<file path="src/rtl/cw_key_decoder.sv">
// cw_key_decoder: Morse (CW) receive decoder. Synchronises and de-glitches a
// raw on/off key line, times marks and spaces in clock cycles, classifies
// each mark as dot or dash and reports one character per strobe plus a
// word-gap strobe.
module cw_key_decoder #(
    parameter int unsigned UNIT_CYC   = 1048576,
    parameter int unsigned GLITCH_CYC = 4096
) (
    input  logic       clk,
    input  logic       resetn,
    input  logic       key_in,
    output logic       key_f,
    output logic       char_valid,
    output logic [5:0] char_code,
    output logic [2:0] char_len,
    output logic       char_err,
    output logic       word_gap,
    output logic       busy
);

    localparam int unsigned CNT_MAX = 7 * UNIT_CYC;
    localparam int          CW      = $clog2(CNT_MAX + 1);
    localparam int          GW      = (GLITCH_CYC > 1) ? $clog2(GLITCH_CYC) : 1;

    localparam logic [CW-1:0] CNT_SAT  = CW'(CNT_MAX);
    localparam logic [CW-1:0] DASH_MIN = CW'(2 * UNIT_CYC);
    // Strobe decisions are taken one cycle early so the registered pulses
    // land exactly 2 and 5 units after the fall cycle.
    localparam logic [CW-1:0] CHAR_AT  = CW'(2 * UNIT_CYC - 1);
    localparam logic [CW-1:0] WORD_AT  = CW'(5 * UNIT_CYC - 1);
    localparam logic [GW-1:0] GLIM     = GW'(GLITCH_CYC - 1);

    localparam logic [1:0] ST_IDLE  = 2'd0;
    localparam logic [1:0] ST_MARK  = 2'd1;
    localparam logic [1:0] ST_SPACE = 2'd2;

    logic          sync1_q, sync2_q;
    logic [GW-1:0] gcnt_q;
    logic          key_f_q, key_f_prev_q;
    logic [CW-1:0] cnt_q;
    logic [1:0]    state_q, state_d;
    logic [5:0]    code_q, code_d;
    logic [2:0]    len_q, len_d;
    logic          err_q, err_d;
    logic          wpend_q, wpend_d;
    logic          emit, wgap;
    logic          char_valid_q, char_err_q, word_gap_q;
    logic [5:0]    char_code_q;
    logic [2:0]    char_len_q;

    logic chg, rise, fall, dash;

    assign chg  = key_f_q ^ key_f_prev_q;
    assign rise = chg & key_f_q;
    assign fall = chg & ~key_f_q;
    assign dash = (cnt_q >= DASH_MIN);

    // Two-flop synchroniser, then the filtered key follows the synchronised
    // level only after it has differed for GLITCH_CYC consecutive cycles.
    always_ff @(posedge clk or negedge resetn) begin
        if (!resetn) begin
            sync1_q <= 1'b0;
            sync2_q <= 1'b0;
            gcnt_q  <= '0;
            key_f_q <= 1'b0;
        end else begin
            sync1_q <= key_in;
            sync2_q <= sync1_q;
            if (sync2_q == key_f_q) begin
                gcnt_q <= '0;
            end else if (gcnt_q == GLIM) begin
                gcnt_q  <= '0;
                key_f_q <= sync2_q;
            end else begin
                gcnt_q <= gcnt_q + GW'(1);
            end
        end
    end

    // Run counter: cycles since the last key_f change. In the change cycle
    // it still holds the full length of the run that just ended.
    always_ff @(posedge clk or negedge resetn) begin
        if (!resetn) begin
            key_f_prev_q <= 1'b0;
            cnt_q        <= '0;
        end else begin
            key_f_prev_q <= key_f_q;
            if (chg)
                cnt_q <= CW'(1);
            else if (cnt_q != CNT_SAT)
                cnt_q <= cnt_q + CW'(1);
        end
    end

    // Element assembly and gap classification.
    always_comb begin
        state_d = state_q;
        code_d  = code_q;
        len_d   = len_q;
        err_d   = err_q;
        wpend_d = wpend_q;
        emit    = 1'b0;
        wgap    = 1'b0;
        case (state_q)
            ST_IDLE: begin
                if (rise)
                    state_d = ST_MARK;
            end
            ST_MARK: begin
                if (fall) begin
                    if (len_q == 3'd6) begin
                        err_d = 1'b1;
                    end else begin
                        code_d = code_q | (6'(dash) << len_q);
                        len_d  = len_q + 3'd1;
                    end
                    // A saturated count means the mark ran to 7 units or more.
                    if (cnt_q == CNT_SAT)
                        err_d = 1'b1;
                    state_d = ST_SPACE;
                end
            end
            ST_SPACE: begin
                // A rise wins over the gap decisions: a rise one cycle before
                // the character gap keeps the buffer for the same character.
                if (rise) begin
                    state_d = ST_MARK;
                end else if (cnt_q == CHAR_AT) begin
                    emit    = 1'b1;
                    code_d  = '0;
                    len_d   = '0;
                    err_d   = 1'b0;
                    wpend_d = 1'b1;
                end else if (cnt_q == WORD_AT) begin
                    wgap    = wpend_q;
                    wpend_d = 1'b0;
                    state_d = ST_IDLE;
                end
            end
            default: state_d = ST_IDLE;
        endcase
    end

    // Decoder state and element buffer.
    always_ff @(posedge clk or negedge resetn) begin
        if (!resetn) begin
            state_q <= ST_IDLE;
            code_q  <= '0;
            len_q   <= '0;
            err_q   <= 1'b0;
            wpend_q <= 1'b0;
        end else begin
            state_q <= state_d;
            code_q  <= code_d;
            len_q   <= len_d;
            err_q   <= err_d;
            wpend_q <= wpend_d;
        end
    end

    // Registered strobes; character fields hold until the next strobe.
    always_ff @(posedge clk or negedge resetn) begin
        if (!resetn) begin
            char_valid_q <= 1'b0;
            char_code_q  <= '0;
            char_len_q   <= '0;
            char_err_q   <= 1'b0;
            word_gap_q   <= 1'b0;
        end else begin
            char_valid_q <= emit;
            word_gap_q   <= wgap;
            if (emit) begin
                char_code_q <= code_q;
                char_len_q  <= len_q;
                char_err_q  <= err_q;
            end
        end
    end

    assign key_f      = key_f_q;
    assign char_valid = char_valid_q;
    assign char_code  = char_code_q;
    assign char_len   = char_len_q;
    assign char_err   = char_err_q;
    assign word_gap   = word_gap_q;
    assign busy       = (state_q != ST_IDLE);

endmodule
</file>
<file path="config.mk">
export PLATFORM = sky130hd
export DESIGN_NAME = cw_key_decoder
export DESIGN_NICKNAME = d
export VERILOG_FILES = /design/src/rtl/cw_key_decoder.sv
export SDC_FILE = /design/constraint.sdc
export NUM_CORES = 1
export LEC_CHECK = 0
export CAP_MARGIN = 20
export CORE_ASPECT_RATIO = 0.8
export CORE_MARGIN = 2
export CORE_UTILIZATION = 50
export CTS_CLUSTER_DIAMETER = 120
export DETAILED_ROUTE_END_ITERATION = 10
export PLACE_DENSITY_LB_ADDON = 0.08
export REMOVE_ABC_BUFFERS = 1
export SETUP_SLACK_MARGIN = 0.15
export SYNTH_ARGS = -nofsm -noshare
export SYNTH_HDL_FRONTEND = slang
export SYNTH_SLANG_ARGS = --single-unit
export TNS_END_PERCENT = 5
</file>
<file path="constraint.sdc">
create_clock -name clk -period 3 [get_ports clk]
set_clock_uncertainty 0.1 [all_clocks]
set_input_delay 0.9 -clock clk [delete_from_list [all_inputs] [get_ports clk]]
set_output_delay 0.9 -clock clk [all_outputs]
set_load 0.1 [all_outputs]
</file>
==> impl_metrics.ini <==
[logic_synthesis]
synth.area.top_cells = dfrtp_1 (53%), xnor2_1 (4.6%), nor2_1 (4.5%)
ys_seq_elements = 64
synth_area_per_cell_sq_um = 10.3
synth_top_area_frac = 0.529
synthDistinctLibCells = 37
synth-async-reset-ratio = 1.00
synth_area_sq_um = 3030
synth_ff_type = dfrtp_1
synth_cells = 295
synth.largest_area_cell = dfrtp_1
yosysSeqAreaShare = 0.529
yosysWarnings = 0
synth_edf_count = 0

[outcome]
status = complete, no violations

[power_and_ir_drop]
powerDensity_nw_per_um2 = 496
power_mw = 1.70
seqPwrFrac = 0.511
intPower_mw = 1.37
p_leak_nw = 1.53
clkPwrFrac = 0.471
ir_drop_uv = 251
p_sw_mw = 0.339
combPwrFrac = 0.018
switching_share = 0.199

[sta]
drv_slew = 0
fin_setup_tns_ps = 0
rsz0062_at_grt = no
relSlewSlack = 0.571
timing.hold.ws_ps = 249
max_freq_mhz = 396
timing.final.crit_share = 0.842
finalCriticalPeriod_ps = 2530
setup_viol = 0
worst_slew_pin_slew_ps = 643
hold_violations = 0

[global_route]
grt_pass1_vias = 2054
grt_max_degree = 65
antenna_found_initial = 0
grt-ovfl-total = 0
grt_first_pass_wirelength_um = 9760
grt_usage = 0.188

[clocking]
clockBufferDepth = 2
cts_made_buffers = 9
ctsHoldBuffers = 0
clk_pin_slew_ps = 70
clock_latency_ps = 340
htreeDepth = 3
post_cts.repair.setup_buffers = 0
cts_resized = 0
cts.sinks = 64
cts_tree = yes
root_buffer = clkbuf_8

[worst_setup_path]
endpoint_kind = register
cp.required_ps = 3120
arrival_ps = 2650
critical_path.startpoint_type = register
path_max_fanout = 11
critical_path_class = register to register

[finish]
layout_commonest_cell = dfrtp_1
layout_common_cells = dfrtp_1 (64), nor2_1 (36), nand2_1 (17), a21oi_1 (17), xnor2_1 (16)
fill_cells = 557
insertedDiodeCount = 0
drive_gt1_frac = 0.150
nNetsFinal = 326
areaGrowthSynthToFinish_pct = 13.6

[drt]
route.detailed.drc = 0
wl_um = 5640
firstDrtPassIters = 5
via_per_inst = 5.46
vias = 2194
drtIter0Drc = 134
wl_per_cell_um = 14.0
ant_nets = 0

[floorplan]
start_util = 0.515
rows = 25
dieArea_sq_um = 6700
die_h_um = 73.6
fp.coreArea_sq_um = 5880
die_w_um = 91.0
io_pins = 17

[worst_hold_path]
worst_hold_path_type = register to register

[placed_design]
hpwl_um = 3820
port-buffer-count = 16
routabilityCongestion = 0.819

[run]
maxCapViolCount = 0
==> sequential cells by signal, indices dropped and copies added (netlist names) <==
name,count
char_err,1
gcnt_q,12
cnt_q,23
word_gap,1
sync2_q,1
err_q,1
code_q,6
key_f_prev_q,1
char_valid,1
char_len,3
sync1_q,1
key_f,1
len_q,3
wpend_q,1
char_code,6
state_q,2
==> synthesized netlist by cell type (2+ instances only) <==
| cell | instances |
|---|---|
| or3_1 | 9 |
| nand3_1 | 14 |
| nand3b_1 | 3 |
| mux2i_1 | 2 |
| inv_1 | 15 |
| nor4_1 | 11 |
| dfrtp_1 | 64 |
| and3_1 | 3 |
| o21ai_0 | 10 |
| ha_1 | 7 |
| nor4b_1 | 2 |
| xor2_1 | 4 |
| xnor2_1 | 16 |
| o31ai_1 | 7 |
| nor3_1 | 9 |
| nand2b_1 | 3 |
| nand4_1 | 5 |
| mux2_2 | 12 |
| or2_2 | 3 |
| a31oi_1 | 3 |
| a21oi_1 | 17 |
| nor2_1 | 36 |
| or4_1 | 6 |
| clkbuf_1 | 4 |
| and4_1 | 2 |
| nand2_1 | 17 |
==> final timing paths <==
path | startpoint | endpoint | slack, ps | cells after the start
worst min register to register | sync1_q | sync2_q | 250 | 0
min in group asynchronous | resetn | char_code[2] | 460 | 2
worst max register to register | key_f | char_len[0] | 470 | 5
worst min-delay path | sync1_q | sync2_q | 250 | 0
worst max-delay path | key_f | char_len[0] | 470 | 5
max in group asynchronous | resetn | cnt_q[13] | 2050 | 2
==> power by group through the flow <==
stage	Combinational [mW]	Clock (mW)	Sequential [mW]
after detailed placement	0.0330	0	0.888
final	0.0312	0.802	0.872
after global placement	0.0326	0	0.887
after global routing	0.0371	0.868	0.871
after CTS	0.0332	0.831	0.871
after floorplan	0.00853	0	0.887
==> kinds of logic (layout without fill, tap and decap cells) <==
group           count (synthesis)  in the layout  share of synthesized area
compound gates                 38             38                     0.0707
xor+xnor                       20             20                     0.0578
fa+ha+maj                       7              7                     0.0289
buf+inv                        23             49                     0.0351
flops                          64             64                      0.529
mux                            14             14                     0.0512
simple gates                  129            129                      0.227
==> layer usage <==
metal / up-vias / global-route usage / share of wire
met5: - / 0 / 0
met4: 0 / 0.0859 / 0.013
met3: 8 / 0.0523 / 0.040
met2: 36 / 0.274 / 0.43
met1: 1054 / 0.262 / 0.52
li1: 1096 / - / -
==> critical path: stages, from the launching register on <==
cell,delay (ps)
dfrtp_1,420
ha_1,240
or4b_1,520
nor3_1,270
nand3_1,430
mux2_2,430
==> through the flow <==
step | cell area (sq um) | worst slack (ps) | util | cells
after floorplan | 2980 | 233 | - | 287
after global placement | 3230 | 535 | 0.549 | 386
after detailed placement | 3230 | 463 | 0.549 | 386
after CTS | 3440 | 441 | 0.585 | 402
after global routing | 3440 | 260 | 0.585 | 402
final | 3440 | 474 | 0.585 | 402
==> layout make-up <==
type / count / area (sq um) / area share
inverter: 15 / 56.3 / 0.0164
clock inverter: 3 / 65.1 / 0.0189
multi-input combinational: 208 / 1320 / 0.384
clock buffer: 13 / 149 / 0.0433
timing repair buffer: 18 / 148 / 0.0429
sequential: 64 / 1600 / 0.465
tap: 81 / 101 / 0.0295
No activity file was read; power rests on OpenSTA's default activity.
